$ cat src/rtl/lfsr_gen_if.sv
// lfsr_gen_if: control inputs and valid/ready word stream of lfsr_gen.
// master = generator side, slave = consumer/controller side.
interface lfsr_gen_if #(
    parameter int WIDTH = 8
);
    logic             en;
    logic             load;
    logic [WIDTH-1:0] seed_in;
    logic [WIDTH-1:0] dout;
    logic             dout_valid;
    logic             dout_ready;
    logic             lockup;
    logic [WIDTH-1:0] period_len;
    logic             period_done;

    modport master (
        input  en, load, seed_in, dout_ready,
        output dout, dout_valid, lockup,
        output period_len, period_done
    );

    modport slave (
        output en, load, seed_in, dout_ready,
        input  dout, dout_valid, lockup,
        input  period_len, period_done
    );
endinterface

$ cat src/rtl/lfsr_gen.sv
// lfsr_gen: parametrised LFSR word generator (Fibonacci/Galois), valid/ready out.
// Period tracking is built only when LFSR_PERIOD_EN is defined.
module lfsr_gen #(
    parameter int               WIDTH = 8,
    parameter logic [WIDTH-1:0] TAPS  = 8'hB8,
    parameter logic [WIDTH-1:0] SEED  = {{(WIDTH-1){1'b0}}, 1'b1},
    parameter bit               MODE  = 1'b0
) (
    input logic        clk,
    input logic        rst,
    lfsr_gen_if.master bus
);

    logic [WIDTH-1:0] state;
    logic [WIDTH-1:0] nxt;
    logic [WIDTH-1:0] eff_seed;
    logic             valid_q;
    logic             lock_q;
    logic             xfer;
    logic             zero;

    assign xfer     = valid_q & bus.dout_ready;
    assign zero     = (state == '0);
    assign eff_seed = (bus.seed_in == '0) ? SEED : bus.seed_in;

    // next-state function of the selected LFSR form
    always_comb begin
        nxt = state;
        if (!MODE)
            nxt = {state[WIDTH-2:0], ^(state & TAPS)};
        else
            nxt = (state >> 1) ^ (state[0] ? TAPS : '0);
    end

    // state, stream valid and lock-up recovery; load beats recovery beats transfer
    always_ff @(posedge clk or posedge rst) begin
        if (rst) begin
            state   <= SEED;
            valid_q <= 1'b0;
            lock_q  <= 1'b0;
        end else if (bus.load) begin
            state   <= eff_seed;
            valid_q <= 1'b0;
            lock_q  <= 1'b0;
        end else if (zero) begin
            state   <= SEED;
            valid_q <= 1'b0;
            lock_q  <= 1'b1;
        end else begin
            lock_q <= 1'b0;
            if (xfer) begin
                state   <= nxt;
                valid_q <= bus.en;
            end else begin
                valid_q <= valid_q | bus.en;
            end
        end
    end

    assign bus.dout       = state;
    assign bus.dout_valid = valid_q;
    assign bus.lockup     = lock_q;

`ifdef LFSR_PERIOD_EN
    logic [WIDTH-1:0] seed_q;
    logic [WIDTH-1:0] cnt_q;
    logic [WIDTH-1:0] plen_q;
    logic             pdone_q;

    // count transfers until the state comes back to the active seed
    always_ff @(posedge clk or posedge rst) begin
        if (rst) begin
            seed_q  <= SEED;
            cnt_q   <= '0;
            plen_q  <= '0;
            pdone_q <= 1'b0;
        end else if (bus.load) begin
            seed_q  <= eff_seed;
            cnt_q   <= '0;
            pdone_q <= 1'b0;
        end else if (zero) begin
            seed_q  <= SEED;
            cnt_q   <= '0;
            pdone_q <= 1'b0;
        end else if (xfer) begin
            if (nxt == seed_q) begin
                plen_q  <= cnt_q + 1'b1;
                cnt_q   <= '0;
                pdone_q <= 1'b1;
            end else begin
                cnt_q   <= cnt_q + 1'b1;
                pdone_q <= 1'b0;
            end
        end else begin
            pdone_q <= 1'b0;
        end
    end

    assign bus.period_len  = plen_q;
    assign bus.period_done = pdone_q;
`else
    assign bus.period_len  = '0;
    assign bus.period_done = 1'b0;
`endif

endmodule

$ cat src/flat_wrapper.sv
// flat-port wrapper written by rule: the top's interface ports become plain ports
module lfsr_gen_flat 
#(
    parameter int               WIDTH = 8,
    parameter logic [WIDTH-1:0] TAPS  = 8'hB8,
    parameter logic [WIDTH-1:0] SEED  = {{(WIDTH-1){1'b0}}, 1'b1},
    parameter bit               MODE  = 1'b0
)
  (clk, rst, bus_en, bus_load, bus_seed_in, bus_dout_ready, bus_dout, bus_dout_valid, bus_lockup, bus_period_len, bus_period_done);
  lfsr_gen_if #(.WIDTH(WIDTH)) bus_i ();
  input logic clk;
  input logic rst;
  input wire logic [$bits(bus_i.en)-1:0] bus_en;
  input wire logic [$bits(bus_i.load)-1:0] bus_load;
  input wire logic [$bits(bus_i.seed_in)-1:0] bus_seed_in;
  input wire logic [$bits(bus_i.dout_ready)-1:0] bus_dout_ready;
  output wire logic [$bits(bus_i.dout)-1:0] bus_dout;
  output wire logic [$bits(bus_i.dout_valid)-1:0] bus_dout_valid;
  output wire logic [$bits(bus_i.lockup)-1:0] bus_lockup;
  output wire logic [$bits(bus_i.period_len)-1:0] bus_period_len;
  output wire logic [$bits(bus_i.period_done)-1:0] bus_period_done;
  assign bus_i.en = bus_en;
  assign bus_i.load = bus_load;
  assign bus_i.seed_in = bus_seed_in;
  assign bus_i.dout_ready = bus_dout_ready;
  assign bus_dout = bus_i.dout;
  assign bus_dout_valid = bus_i.dout_valid;
  assign bus_lockup = bus_i.lockup;
  assign bus_period_len = bus_i.period_len;
  assign bus_period_done = bus_i.period_done;
  lfsr_gen #(.WIDTH(WIDTH), .TAPS(TAPS), .SEED(SEED), .MODE(MODE)) u_core (.clk(clk), .rst(rst), .bus(bus_i));
endmodule
$ cat config.mk
export PLATFORM = sky130hd
export DESIGN_NAME = lfsr_gen_flat
export DESIGN_NICKNAME = d
export VERILOG_FILES = /design/src/rtl/lfsr_gen_if.sv /design/src/rtl/lfsr_gen.sv /design/src/flat_wrapper.sv
export SDC_FILE = /design/constraint.sdc
export NUM_CORES = 1
export LEC_CHECK = 0
export BUFFER_PORTS_ARGS = -buffer_cell sky130_fd_sc_hd__buf_2
export CAP_MARGIN = 20
export CORE_MARGIN = 1.5
export CORE_UTILIZATION = 50
export CTS_BUF_LIST = sky130_fd_sc_hd__clkbuf_4
export DETAILED_ROUTE_END_ITERATION = 12
export GPL_TIMING_DRIVEN = 1
export PLACE_DENSITY = 0.84
export SYNTH_ARGS = -nofsm -noshare
export SYNTH_HDL_FRONTEND = slang
export SYNTH_SLANG_ARGS = --single-unit
$ cat constraint.sdc
create_clock -name clk -period 3.7 [get_ports clk]
set_input_delay 0.37 -clock clk [delete_from_list [all_inputs] [get_ports clk]]
set_output_delay 0.37 -clock clk [all_outputs]
set_load 0.02 [all_outputs]
==> impl_metrics.tcl <==
set metrics [dict create \
    run_status "finished clean" \
    post_detailed_placement_half_perimeter_wirelength_microns 942 \
    cts_root_buffer "sky130_fd_sc_hd__clkbuf_4" \
    share_of_total_power_in_combinational_logic_pct 32.9 \
    number_of_i_o_pins 32 \
    number_of_cells_on_the_critical_path 5 \
    postCtsHoldBufs 0 \
    final_cell_count_no_fill 95 \
    synth.yosys.warnings 0 \
    pwr-share-seq_pct 44.3 \
    worstReg2RegStart "u_core.bus.dout[5]$_DFFE_PP0P_" \
    finalSetupViolCount 0 \
    post_cts_resize_count 0 \
    drt_pass1_iterations 5 \
    period_needed_ns 2.03 \
    cp-startpoint "u_core.bus.dout[5]$_DFFE_PP0P_" \
    worst_slew_margin_rel_pct 51.6 \
    synth.avg_cell_area_sq_um 11.4 \
    syn-cell-area_sq_um 648 \
    number_of_antenna_violations_at_the_first_check_in_global_routing 0 \
    n_fill_cell 95 \
    grt-ovfl-total 0 \
    power.net_switching_uw 116 \
    setup.worst_path.class "reg -> reg" \
    path_clk_slew_ns 0.07 \
    clock_latency_ns 0.26 \
    cts_htree_levels 1 \
    cp.required_ns 3.85 \
    portBuffers 22 \
    globalplace.congestion 0.776 \
    first_iter_violations 5 \
    post-cts-setup-buffer-count 0 \
    finClkSkew_ns 0.00340 \
    rr_worst_depth 5 \
    synth_enable_flop_cells 0 \
    rsz0062_at_grt "no" \
    start_util_pct 56.1 \
    final_nets 96 \
    synthToLayoutAreaGrowth_pct 16.8 \
    cts_tree "built" \
    power_per_standard_cell_area_nw_per_um2 437 \
    met2_demand_to_capacity_share_in_global_routing_pct 26.3 \
    critical_path.cell_chain "inv_1, ha_1, or4b_4, o41ai_4, mux2_2" \
    crit_path_largest_cell_delay_ns 0.48 \
    routed_wire_length_per_instance_microns 13.0 \
    total_negative_slack_ns 0 \
    post_synth_num_cell_types 21 \
    worst-endpoint-arrival_ns 2.17 \
    clk_path_buf_depth 2 \
    core_region_area_sq_um 1160 \
    clock_power_share_pct 22.8 \
    timing.final.crit_share_pct 54.8 \
    hold_path_class "in -> async" \
    postRouteWirelength_mm 1.24 \
    post_route_cells_drive_above_1_share_pct 44.4 \
    grt.met3_usage_pct 5.20 \
    antenna_cells_inserted 0 \
    crit_path_start_kind "flip-flop" \
    timing.fmax_mhz 493 \
    die_area_sq_um 1520 \
    final_max_slew_viol_count 0 \
    finished_core_util_pct 65.5 \
    synth_top_area_share_pct 34.7 \
    p_leak_nw 0.396 \
    route.detailed.drc 0 \
    vdd_drop_max_mv 0.215 \
    crit_buf_inv 1 \
    cts_buffers 3 \
    via_count_of_the_first_global_routing_pass 429 \
    final_antenna_net_count 0 \
    die_height_microns 39.0 \
    track_usage_pct 20.0 \
    type_of_element_capturing_the_critical_path "flip-flop" \
    grt_most_used_layer "met1" \
    cell_with_the_most_instances_after_synthesis "sky130_fd_sc_hd__buf_4" \
    final_hold_vio_count 0 \
    drt-vias-per-instance 5.21 \
    internal_power_uw 215 \
    syn-instance-count 57 \
    switching_share_pct 35.1 \
    ys_ff_latch 10 \
    place.detailed.instances 91 \
    cap_viol_max_count 0 \
    grtUsageMet1_pct 28.3 \
    timing.critical_path.slowest_stage_cell "sky130_fd_sc_hd__or4b_4" \
    dr_total_vias 495 \
    row_count 12 \
    async_reset_ff_share_pct 100 \
    first_pass_grt_wire_length_mm 1.93 \
    synth_ff_type "sky130_fd_sc_hd__dfrtp_1" \
    timing.critical_path.max_delay_family "simple AND/OR/NAND/NOR gates" \
    critical_path.max_fanout 5 \
    yosys.area.top_type "sky130_fd_sc_hd__dfrtp_1" \
    worstMarginPinSlew_ns 0.720 \
    synth.top_cells.by_count "sky130_fd_sc_hd__buf_4, sky130_fd_sc_hd__dfrtp_1, sky130_fd_sc_hd__mux2_2, sky130_fd_sc_hd__inv_1, sky130_fd_sc_hd__mux2i_1" \
    floorplan.die.width_microns 39.0 \
    tritoncts_num_sinks 10 \
    grt_start_max_net_pins 15 \
    synth.area.top_cells "sky130_fd_sc_hd__dfrtp_1, sky130_fd_sc_hd__mux2_2, sky130_fd_sc_hd__buf_4" \
    yosysSeqAreaShare_pct 38.8 \
]
area by class of cell:
| cell class | count | area (sq um) | area share, % |
|---|---|---|---|
| multi-input combinational | 41 | 337 | 44.5 |
| tap | 14 | 17.5 | 2.31 |
| clock buffer | 3 | 22.5 | 2.98 |
| sequential | 10 | 251 | 33.2 |
| inverter | 4 | 15.0 | 1.98 |
| clock inverter | 1 | 3.75 | 0.496 |
| timing repair buffer | 22 | 110 | 14.5 |
power by group through the flow:
stage               combinational, mW  sequential (mW)  clock, mW
finish                          0.109            0.147     0.0754
global route                    0.119            0.149     0.0844
global placement                0.106            0.148          0
floorplan                      0.0656            0.165          0
detailed placement              0.109            0.148          0
CTS                             0.110            0.146     0.0795
worst paths after layout:
| path | slack [ns] | end |
|---|---|---|
| min | 0.08 | u_core.bus.lockup$_DFF_PP0_ |
| min in group clk | 0.33 | u_core.bus.dout[6]$_DFFE_PP0P_ |
| min reg2reg | 0.57 | u_core.bus.dout[4]$_DFFE_PP0P_ |
| max | 1.67 | u_core.bus.dout[7]$_DFFE_PP0P_ |
| max reg2reg | 1.67 | u_core.bus.dout[7]$_DFFE_PP0P_ |
| max in group asynchronous | 3.30 | u_core.bus.dout[0]$_DFFE_PP1P_ |
kinds of logic (layout without fill, tap and decap cells):
kind of cell / Yosys count / count (layout) / share of synthesized area [%]
xor+xnor: 1 / 1 / 3.47
mux: 12 / 12 / 20.1
simple gates: 9 / 9 / 8.69
compound gates: 9 / 9 / 12.5
other cells: 1 / 9 / 0.579
fa+ha+maj: 1 / 1 / 1.93
flops: 10 / 10 / 38.8
buf+inv: 14 / 30 / 13.9
per-stage QoR:
stage               hold slack [ns]  instance area (sq um)  power (mW)  setup WS (ns)
global placement              0.360                    731       0.255           1.73
global route                 0.0829                    757       0.352           1.56
CTS                          0.0734                    757       0.335           1.67
finish                       0.0773                    757       0.331           1.67
detailed placement            0.365                    731       0.257           1.69
floorplan                     0.209                    678       0.231           1.73
layer usage:
| layer | up-vias | part of all wire, % | wire length (microns) |
|---|---|---|---|
| met3 | 2 | 8.4 | 104 |
| met4 | 0 | 0.97 | 12 |
| met5 | - | 0 | 0 |
| met2 | 29 | 43 | 533 |
| li1 | 237 | - | - |
| met1 | 227 | 47 | 586 |
state kept, by name, summed over array words and instances (netlist names):
name                   count
u_core.bus.dout            8
u_core.bus.lockup          1
u_core.bus.dout_valid      1
cell usage in the layout, fill, tap and decap left out:
cell and n:
sky130_fd_sc_hd__a21oi_1 3, sky130_fd_sc_hd__a31oi_1 1, sky130_fd_sc_hd__buf_2 22, sky130_fd_sc_hd__clkbuf_4 3, sky130_fd_sc_hd__clkinv_1 1, sky130_fd_sc_hd__conb_1 9
sky130_fd_sc_hd__dfrtp_1 9, sky130_fd_sc_hd__dfstp_2 1, sky130_fd_sc_hd__ha_1 1, sky130_fd_sc_hd__inv_1 4, sky130_fd_sc_hd__mux2_2 8, sky130_fd_sc_hd__mux2i_1 4
sky130_fd_sc_hd__nand2_1 3, sky130_fd_sc_hd__nor2b_1 2, sky130_fd_sc_hd__nor3_1 1, sky130_fd_sc_hd__nor4_1 1, sky130_fd_sc_hd__o31a_1 1, sky130_fd_sc_hd__o31ai_1 2
sky130_fd_sc_hd__o41ai_1 1, sky130_fd_sc_hd__o41ai_4 1, sky130_fd_sc_hd__or4_1 1, sky130_fd_sc_hd__or4b_4 1, sky130_fd_sc_hd__xnor3_1 1
No activity file was read; power rests on OpenSTA's default activity.
